`src/rtl/sram_access_controller.sv`:
```
// sram_access_controller
//   Sequences an external 16-bit SRAM for 32-bit MEM-stage loads and stores.
//   Each access is split into a low and a high halfword phase, each holding
//   address/control for WAIT_CYCLES cycles. `ready` drops while an access is
//   in flight so the pipeline can freeze on ~ready.
//
// Parameters
//   WAIT_CYCLES  cycles per halfword phase (>= 1)
//   BASE_ADDR    data-memory base byte address
//   SRAM_AW      SRAM halfword address width
//
// Ports
//   clk, rst      clock, synchronous active-high reset
//   rd_en, wr_en  load / store request (store wins when both are set)
//   address       byte address of the access
//   write_data    store data
//   read_data     load data, updated when a read completes
//   ready         1 = idle or completing, 0 = freeze pipeline
//   sram_addr     halfword address to SRAM
//   sram_dq_out   write halfword, sram_dq_in read halfword
//   sram_dq_oe    1 = controller drives the SRAM data bus
//   sram_we_n     active-low SRAM write enable
//   addr_err      (SRAM_ACCESS_CTRL_RANGE_CHECK_EN only) pulses in the
//                 completion cycle of a rejected request
//
// Optional feature macro: SRAM_ACCESS_CTRL_RANGE_CHECK_EN
//   Rejects misaligned / out-of-window requests without touching the SRAM.
//   Without it, out-of-range addresses wrap modulo the SRAM size.
//
// state | meaning
// ------+-----------------------------------------------------------
// IDLE  | no access in flight, SRAM idle, accepts a new request
// RD_LO | low halfword read phase, samples dq_in on its last cycle
// RD_HI | high halfword read phase, updates read_data on its last cycle
// WR_LO | low halfword write phase, drives write_data[15:0]
// WR_HI | high halfword write phase, drives write_data[31:16]
// DONE  | completion cycle, ready=1, always returns to IDLE

module sram_access_controller #(
  parameter int WAIT_CYCLES = 5,
  parameter int BASE_ADDR   = 1024,
  parameter int SRAM_AW     = 18
) (
  input  logic               clk,
  input  logic               rst,
  input  logic               rd_en,
  input  logic               wr_en,
  input  logic [31:0]        address,
  input  logic [31:0]        write_data,
  output logic [31:0]        read_data,
  output logic               ready,
  output logic [SRAM_AW-1:0] sram_addr,
  output logic [15:0]        sram_dq_out,
  input  logic [15:0]        sram_dq_in,
  output logic               sram_dq_oe,
  output logic               sram_we_n
`ifdef SRAM_ACCESS_CTRL_RANGE_CHECK_EN
  ,
  output logic               addr_err
`endif
);

  localparam int CW = (WAIT_CYCLES > 1) ? $clog2(WAIT_CYCLES) : 1;

  typedef enum logic [2:0] {
    IDLE  = 3'd0,
    RD_LO = 3'd1,
    RD_HI = 3'd2,
    WR_LO = 3'd3,
    WR_HI = 3'd4,
    DONE  = 3'd5
  } state_t;

  state_t state, state_next;

  logic [CW-1:0]      cnt;
  logic               last;
  logic [31:0]        offset;
  logic [SRAM_AW-1:0] lo_addr;
  logic [15:0]        wr_hi_q;
  logic [15:0]        rd_lo_q;
  logic               req;
  logic               range_err;
  logic               accept_wr;
  logic               accept_rd;
  logic               unused_offset;

  assign last    = (cnt == CW'(WAIT_CYCLES - 1));
  assign req     = rd_en | wr_en;
  // Word index is (address - base) >> 2; its low SRAM_AW-1 bits form the
  // even halfword address, so wrap-around falls out of the truncation.
  assign offset  = address - 32'(BASE_ADDR);
  assign lo_addr = {offset[SRAM_AW:2], 1'b0};
  assign unused_offset = ^{offset[31:SRAM_AW+1], offset[1:0]};

`ifdef SRAM_ACCESS_CTRL_RANGE_CHECK_EN
  localparam logic [31:0] WORD_LIMIT = 32'(1) << (SRAM_AW - 1);

  assign range_err = (address < 32'(BASE_ADDR)) ||
                     ({2'b00, offset[31:2]} >= WORD_LIMIT) ||
                     (address[1:0] != 2'b00);

  // Registered on the IDLE->DONE transition, so it is high only in DONE.
  always_ff @(posedge clk) begin
    if (rst) addr_err <= 1'b0;
    else     addr_err <= (state == IDLE) && req && range_err;
  end
`else
  assign range_err = 1'b0;
`endif

  always_ff @(posedge clk) begin
    if (rst) state <= IDLE;
    else     state <= state_next;
  end

  always_comb begin
    state_next = state;
    ready      = 1'b0;
    accept_wr  = 1'b0;
    accept_rd  = 1'b0;
    case (state)
      IDLE: begin
        ready = ~req;
        if (req) begin
          if (range_err) begin
            state_next = DONE;
          end else if (wr_en) begin
            state_next = WR_LO;
            accept_wr  = 1'b1;
          end else begin
            state_next = RD_LO;
            accept_rd  = 1'b1;
          end
        end
      end
      RD_LO:   if (last) state_next = RD_HI;
      RD_HI:   if (last) state_next = DONE;
      WR_LO:   if (last) state_next = WR_HI;
      WR_HI:   if (last) state_next = DONE;
      DONE: begin
        ready      = 1'b1;
        state_next = IDLE;
      end
      default: state_next = IDLE;
    endcase
  end

  // Bus outputs are registered so they switch exactly at phase boundaries.
  always_ff @(posedge clk) begin
    if (rst) begin
      cnt         <= '0;
      read_data   <= '0;
      sram_addr   <= '0;
      sram_dq_out <= '0;
      sram_dq_oe  <= 1'b0;
      sram_we_n   <= 1'b1;
      wr_hi_q     <= '0;
      rd_lo_q     <= '0;
    end else begin
      case (state)
        IDLE: begin
          cnt <= '0;
          if (accept_wr) begin
            sram_addr   <= lo_addr;
            sram_dq_out <= write_data[15:0];
            wr_hi_q     <= write_data[31:16];
            sram_dq_oe  <= 1'b1;
            sram_we_n   <= 1'b0;
          end else if (accept_rd) begin
            sram_addr <= lo_addr;
          end
        end
        RD_LO: begin
          if (last) begin
            cnt       <= '0;
            rd_lo_q   <= sram_dq_in;
            sram_addr <= {sram_addr[SRAM_AW-1:1], 1'b1};
          end else begin
            cnt <= cnt + 1'b1;
          end
        end
        RD_HI: begin
          if (last) begin
            cnt       <= '0;
            read_data <= {sram_dq_in, rd_lo_q};
          end else begin
            cnt <= cnt + 1'b1;
          end
        end
        WR_LO: begin
          if (last) begin
            cnt         <= '0;
            sram_dq_out <= wr_hi_q;
            sram_addr   <= {sram_addr[SRAM_AW-1:1], 1'b1};
          end else begin
            cnt <= cnt + 1'b1;
          end
        end
        WR_HI: begin
          if (last) begin
            cnt        <= '0;
            sram_dq_oe <= 1'b0;
            sram_we_n  <= 1'b1;
          end else begin
            cnt <= cnt + 1'b1;
          end
        end
        default: cnt <= '0;
      endcase
    end
  end

endmodule
```
`config.mk`:
```
export PLATFORM = sky130hd
export DESIGN_NAME = sram_access_controller
export DESIGN_NICKNAME = d
export VERILOG_FILES = /design/src/rtl/sram_access_controller.sv
export SDC_FILE = /design/constraint.sdc
export NUM_CORES = 1
export LEC_CHECK = 0
export ABC_AREA = 1
export BUFFER_PORTS_ARGS = -buffer_cell sky130_fd_sc_hd__buf_2
export CAP_MARGIN = 5
export CORE_AREA = 2 2 82 115
export DETAILED_ROUTE_END_ITERATION = 6
export DIE_AREA = 0 0 84 117
export MAX_ROUTING_LAYER = met4
export PLACE_DENSITY_LB_ADDON = 0.12
export SYNTH_ARGS = -nofsm -noshare
export SYNTH_HDL_FRONTEND = slang
export SYNTH_SLANG_ARGS = --single-unit
```
`constraint.sdc`:
```
create_clock -name clk -period 1.9 [get_ports clk]
set_clock_uncertainty 0.15 [all_clocks]
set_input_delay 0.095 -clock clk [delete_from_list [all_inputs] [get_ports clk]]
set_output_delay 0.095 -clock clk [all_outputs]
set_load 0.1 [all_outputs]
```
==> flow_summary.ini, run 1 <==
[drt]
wl_um = 11420
first_pass_iters = 5
drc = 0
vias = 4354
ant_nets = 0
vias_per_cell = 4.965
wl_per_cell_um = 13.02
drt_iter0_drc = 153

[final_layout]
syn2layout_area_growth_pct = 40.92
nets = 852
drive_above_1_share_pct = 23.77
final_cell_area_um2 = 6088
seq_area_um2 = 2122
fillCellCount = 735
antennaDiodeCount = 0
multi_input_area_um2 = 1793

[timing]
tns_ns = 0
hold_viol_final = 0
slew_viol_final = 0
rsz0062_at_grt = no
setup_viol = 0
period_needed_ns = 1.753
max_slew_margin_pct = 65.17
tightest_slew_ns = 0.5261
min_period_over_period_pct = 92.26
fmax_ghz = 0.5705

[setup_path]
critPathCaptureType = primary output
crit_type = reg2out
start_kind = register
crit_fanout = 8
reg2reg_to = sram_dq_out[8]$_SDFFE_PP0P_
critical-path-max-stage-delay_ns = 0.31
cp_num_buf_inv = 2
rr_worst_depth = 10
r2r_slack_ns = 0.20
worstPathArrival_ns = 1.51
reg2reg_from = cnt[0]$_SDFF_PP0_
cp_cell_sequence = buf_4 > nor2_1 > nand3_1 > o31ai_4 > buf_12
cp_slowest_cell = dfxtp_1
crit_required_ns = 1.65
cp_top_family = buffers and inverters

[yosys]
synth-edff-count = 0
post-synth-top-area-cell = dfxtp_1
ys_ff_latch = 106
yosysWarnings = 0
netlist_area_um2 = 4320
syn_avg_cell_area_um2 = 7.540
synthFlopType = dfxtp_1
ys_seq_area_share_pct = 49.12
post-synth-top-count-cell = dfxtp_1
netlist.area_leader.share_pct = 49.12
async_reset_ff_share_pct = 0
synthesis.nets = 660
synthTopCellsByCount = dfxtp_1 (106), nor2_1 (83), nand2_1 (70)
ys_types = 28
syn_inst = 573
netlist_top_cells_area = dfxtp_1 (49%), a21oi_1 (7.9%), o21ai_0 (7.3%), nor2_1 (7.2%), nand2_1 (6.1%)

[clocking]
clock-sinks = 106
clock_latency_ns = 0.34
clk_pin_slew_ns = 0.06
clock_path_buffers = 2
cts_buffers = 9
cts_setup_buffers = 0
cts-root-buf = clkbuf_16
cts_tree = yes
htree_levels = 3

[floorplanning]
row_count = 41
die_x_um = 84
io_pins = 153
die_area_um2 = 9828
placeableCoreArea_um2 = 8875
initial_utilization_pct = 48.68
die_h_um = 117

[worst_hold_path]
hold_start = address[12]
holdPathStages = 6
hp-class = in2reg
min_to = sram_addr[11]$_SDFFE_PP0P_

[placement]
dpl.hpwl_um = 7313
gp_congestion = 0.8313
place_area_um2 = 5150
numPortBuffers = 137

[global_route]
grt_pass1_vias = 4167
grt_pass1_wl_um = 18490
grt_max_degree = 40
overflow = 0
antenna_found_initial = 0
grt_util_all_layers_pct = 24.10

[run]
maxCapViolCount = 0

[status]
status = completed

[pwr]
ir_worst_vdd_v = 0.001132
power.leakage_nw = 2.836
p_per_area_nw_per_um2 = 1403
[stage by stage]
stage	hold slack, ns	power [W]	setup WS [ns]	std cells	util, %
floorplan	0.07990	0.005968	0.2211	573	-
global placement	0.1916	0.006556	0.2268	797	58.03
detailed placement	0.1926	0.006615	0.1829	797	58.03
CTS	0.02050	0.008572	0.1528	877	68.60
global route	0.06268	0.008980	0.01902	877	68.60
finish	0.01445	0.008540	0.1471	877	68.60
[power breakdown]
part           internal, W  switching (W)
clock              0.00106       0.000800
sequential         0.00261       0.000188
combinational     0.000884        0.00299
total              0.00456        0.00398
[registers in the layout, indices dropped and copies added, names as in the netlist]
name	flops
cnt	3
rd_lo_q	16
read_data	32
sram_addr	18
sram_dq_oe	1
sram_dq_out	16
sram_we_n	1
state	3
wr_hi_q	16
[layout make-up]
class	instances	area share, %
clock inverters	4	0.8426
well taps	107	2.199
clock buffers	12	4.048
multi-input cells	367	29.45
inverters	67	4.151
flip-flops and latches	106	34.85
repair buffers	214	24.46
[metal layers]
layer / vias to the layer above / global-route usage, % / wire length (um)
met3: 33 / 3.787 / 462
li1: 2236 / - / -
met2: 138 / 44.27 / 6092
met5: - / - / 0
met1: 1947 / 25.13 / 4459
met4: 0 / 12.04 / 406
[worst min-delay path, cell delays in order]
cell and delay [ns]:
buf_2 0.11, nand2_1 0.05, nand3_1 0.07, nand2_1 0.04
o21ai_0 0.06, nor2_1 0.04
[worst max-delay path by stage]
stage | from | endpoint | cells past startpoint | slack (ns)
5_1_grt | cnt[0]$_SDFF_PP0_ | sram_dq_out[0]$_SDFFE_PP0P_ | 10 | 0.02
6_report | state[1]$_SDFFE_PP0P_ | ready | 5 | 0.15
2_1_floorplan | state[2]$_SDFFE_PP0P_ | ready | 2 | 0.22
4_1_cts | state[1]$_SDFFE_PP0P_ | ready | 5 | 0.15
3_3_place_gp | cnt[0]$_SDFF_PP0_ | sram_dq_out[13]$_SDFFE_PP0P_ | 10 | 0.23
3_5_place_dp | cnt[0]$_SDFF_PP0_ | sram_dq_out[2]$_SDFFE_PP0P_ | 10 | 0.18
[cell usage in the layout (no fill, tap or decap), types with 16 or more instances in the layout]
cell type and n:
nor2_1 83, o21ai_0 63, o21ai_1 26, dlygate4sd3_1 64
a21oi_1 68, nand3_1 18, buf_2 136, inv_1 61
nand3b_1 16, dfxtp_1 106, nand2_1 70
[cell families after synthesis]
kind of cell	count (synthesis)	synth area share [%]
xor+xnor	2	0.4055
simple gates	202	21.20
buf+inv	100	9.701
compound gates	160	18.71
fa+ha+maj	3	0.8689
flops	106	49.12
[what timing repair did]
item / 4_1_cts / 5_1_grt
resized for setup: 0 / 0
hold buffers: 64 / 0
hold endpoints to repair: 82 / 0
No activity file was read; power rests on OpenSTA's default activity.
==> run 2, diff against run 1 <==
--- a/config.mk
+++ b/config.mk
@@ -8,11 +8,12 @@
 export ABC_AREA = 1
 export BUFFER_PORTS_ARGS = -buffer_cell sky130_fd_sc_hd__buf_2
 export CAP_MARGIN = 5
-export CORE_AREA = 2 2 82 115
+export CORE_AREA = 2 2 101 103
 export DETAILED_ROUTE_END_ITERATION = 6
-export DIE_AREA = 0 0 84 117
+export DIE_AREA = 0 0 103 105
 export MAX_ROUTING_LAYER = met4
 export PLACE_DENSITY_LB_ADDON = 0.12
+export SETUP_SLACK_MARGIN = 0.2
 export SYNTH_ARGS = -nofsm -noshare
 export SYNTH_HDL_FRONTEND = slang
 export SYNTH_SLANG_ARGS = --single-unit
==> constraint.sdc (replaced) <==
create_clock -name clk -period 1.5 [get_ports clk]
set_clock_uncertainty 0.15 [all_clocks]
set_input_delay 0.075 -clock clk [delete_from_list [all_inputs] [get_ports clk]]
set_output_delay 0.075 -clock clk [all_outputs]
set_load 0.1 [all_outputs]
==> run 2 against run 1 <==
Count of clock-buffer cells in the layout decreased by 2. Sequential power increased by 31%. Register-to-register slack got worse by 0.41 ns. Die area increased by 10%. Wire length increased by 45%. Sequential cell count unchanged. The run now ends with negative setup slack left. Global-route usage increased by 4.4 points. Combinational power increased by 110%. Sequential share of layout area decreased by 7.9 points. Non-clock buffer count increased by 61. Largest power group unchanged. Clock power decreased by 6%.
==> flow_summary.ini, run 2 (synthesis results as in run 1) <==
[status]
status = complete, but fails checks
violations = negative setup slack

[clocking]
htree_levels = 3
cts_buffers = 9
clk_pin_slew_ns = 0.11
clock_path_buffers = 2
cts-root-buf = clkbuf_8
cts_tree = yes
clock-sinks = 106
clock_latency_ns = 0.37

[floorplanning]
row_count = 36
placeableCoreArea_um2 = 9639
initial_utilization_pct = 44.82
die_h_um = 105
die_area_um2 = 10820
die_x_um = 103
io_pins = 153

[setup_path]
reg2reg_to = sram_addr[10]$_SDFFE_PP0P_
worstPathArrival_ns = 1.82
crit_required_ns = 1.61
crit_fanout = 6
start_kind = register
cp_slowest_cell = dfxtp_4
crit_type = reg2reg
cp_cell_sequence = buf_6 > nor2_4 > buf_12 > buf_6 > nand2_4 > nor2_4 > buf_6 > clkinvlp_4 > nand2_2 > a21oi_2
cp-endpoint = sram_addr[10]$_SDFFE_PP0P_
rr_worst_depth = 10
cp_common_cell = buf_6
cp_top_family = buffers and inverters
reg2reg_from = state[0]$_SDFFE_PP0P_
r2r_slack_ns = -0.21
critPathLaunch = state[0]$_SDFFE_PP0P_
path_depth = 10
critical-path-max-stage-delay_ns = 0.37
cp_num_buf_inv = 5
critPathCaptureType = register

[placement]
dpl_worst_slack_ns = -0.008867
gp_congestion = 0.8401
numPortBuffers = 137
dpl.hpwl_um = 7547

[drt]
drt_iter0_drc = 208
wl_per_cell_um = 17.11
vias_per_cell = 5.150
drc = 0
ant_nets = 0
wl_um = 16550
vias = 4980
first_pass_iters = 4

[timing]
fmax_ghz = 0.5838
finalWorstSetupSlack_ns = -0.2129
rsz0062_at_grt = yes
tns_ns = -11.02
min_period_over_period_pct = 114.2
tightest_slew_ns = 0.5484
slew_viol_final = 0
setup_viol = 106
holdWs_ns = 0.1388
period_needed_ns = 1.713
max_slew_margin_pct = 63.44
hold_viol_final = 0

[pwr]
ir_worst_vdd_v = 0.001701
p_per_area_nw_per_um2 = 1673
power.leakage_nw = 3.474

[final_layout]
nets = 916
drive_above_1_share_pct = 51.20
fillCellCount = 542
seq_area_um2 = 2172
multi_input_area_um2 = 2590
largest_register_ffs = 32
antennaDiodeCount = 0
largest_register = read_data
syn2layout_area_growth_pct = 86.53
final_common_cell = buf_4
layout_common_cells = buf_4 (83), dfxtp_1 (72), dlygate4sd3_1 (68), buf_2 (68), nor2_1 (66)
top_regs = read_data x32, sram_addr x18

[global_route]
overflow = 0
grt_max_degree = 79
antenna_found_initial = 0
grt_pass1_wl_um = 23880
grt_pass1_vias = 5030
grt_util_all_layers_pct = 28.49

[worst_hold_path]
hp-class = in2reg

[run]
maxCapViolCount = 0
run 2: how the worst min path moves through the flow:
stage	start	endpoint	depth (start not counted)
4_1_cts	address[11]	sram_addr[10]$_SDFFE_PP0P_	6
6_report	address[11]	sram_addr[10]$_SDFFE_PP0P_	6
3_5_place_dp	sram_dq_in[9]	rd_lo_q[9]$_SDFFE_PP0P_	3
3_3_place_gp	sram_dq_in[15]	rd_lo_q[15]$_SDFFE_PP0P_	3
5_1_grt	address[11]	sram_addr[10]$_SDFFE_PP0P_	6
2_1_floorplan	sram_dq_in[0]	rd_lo_q[0]$_SDFFE_PP0P_	2
run 2: metrics by stage:
stage               power [W]  cells  instance area (um2)  utilization, %
floorplan            0.007749    573                 4449               -
CTS                   0.01260    962                 7525           78.06
global placement     0.008696    835                 5366           55.67
global route          0.01401    967                 8059           83.61
finish                0.01348    967                 8059           83.61
detailed placement   0.008758    835                 5366           55.67
run 2: per-layer routing:
layer  vias up  track usage (%)  part of all wire [%]
met4         0            9.586                   2.7
met3        45            5.351                   5.8
li1       2364                -                     -
met2       175            47.77                    51
met1      2396            33.96                    40
met5         -                -                     0
run 2: timing repair:
| action | 4_1_cts | 5_1_grt |
|---|---|---|
| hold buffers | 68 | 0 |
| hold endpoints to repair | 87 | 0 |
| gates cloned | 19 | 1 |
| setup buffers | 24 | 4 |
| pin swaps | 47 | 26 |
| setup endpoints to repair | 175 | 110 |
| resized for setup | 254 | 125 |
run 2: cell type report:
class / instances / area share [%]
tap: 133 / 2.065
inverter: 67 / 3.462
clock buffer: 10 / 1.708
multi-input combinational: 367 / 32.14
timing repair inverter: 3 / 0.4347
sequential: 106 / 26.95
clock inverter: 6 / 0.5744
timing repair buffer: 275 / 32.67
run 2: worst min-delay path, cell delays in order:
cell	delay, ns
buf_2	0.11
inv_1	0.06
ha_1	0.16
nor2_1	0.06
nand2_1	0.09
a21oi_2	0.07
run 2: report_power, final:
group          leakage [nW]  switching (W)  internal (W)  total (W)
sequential            0.877       0.000279       0.00338    0.00366
combinational          2.50        0.00513       0.00296    0.00808
clock                0.0950        0.00107      0.000670    0.00174
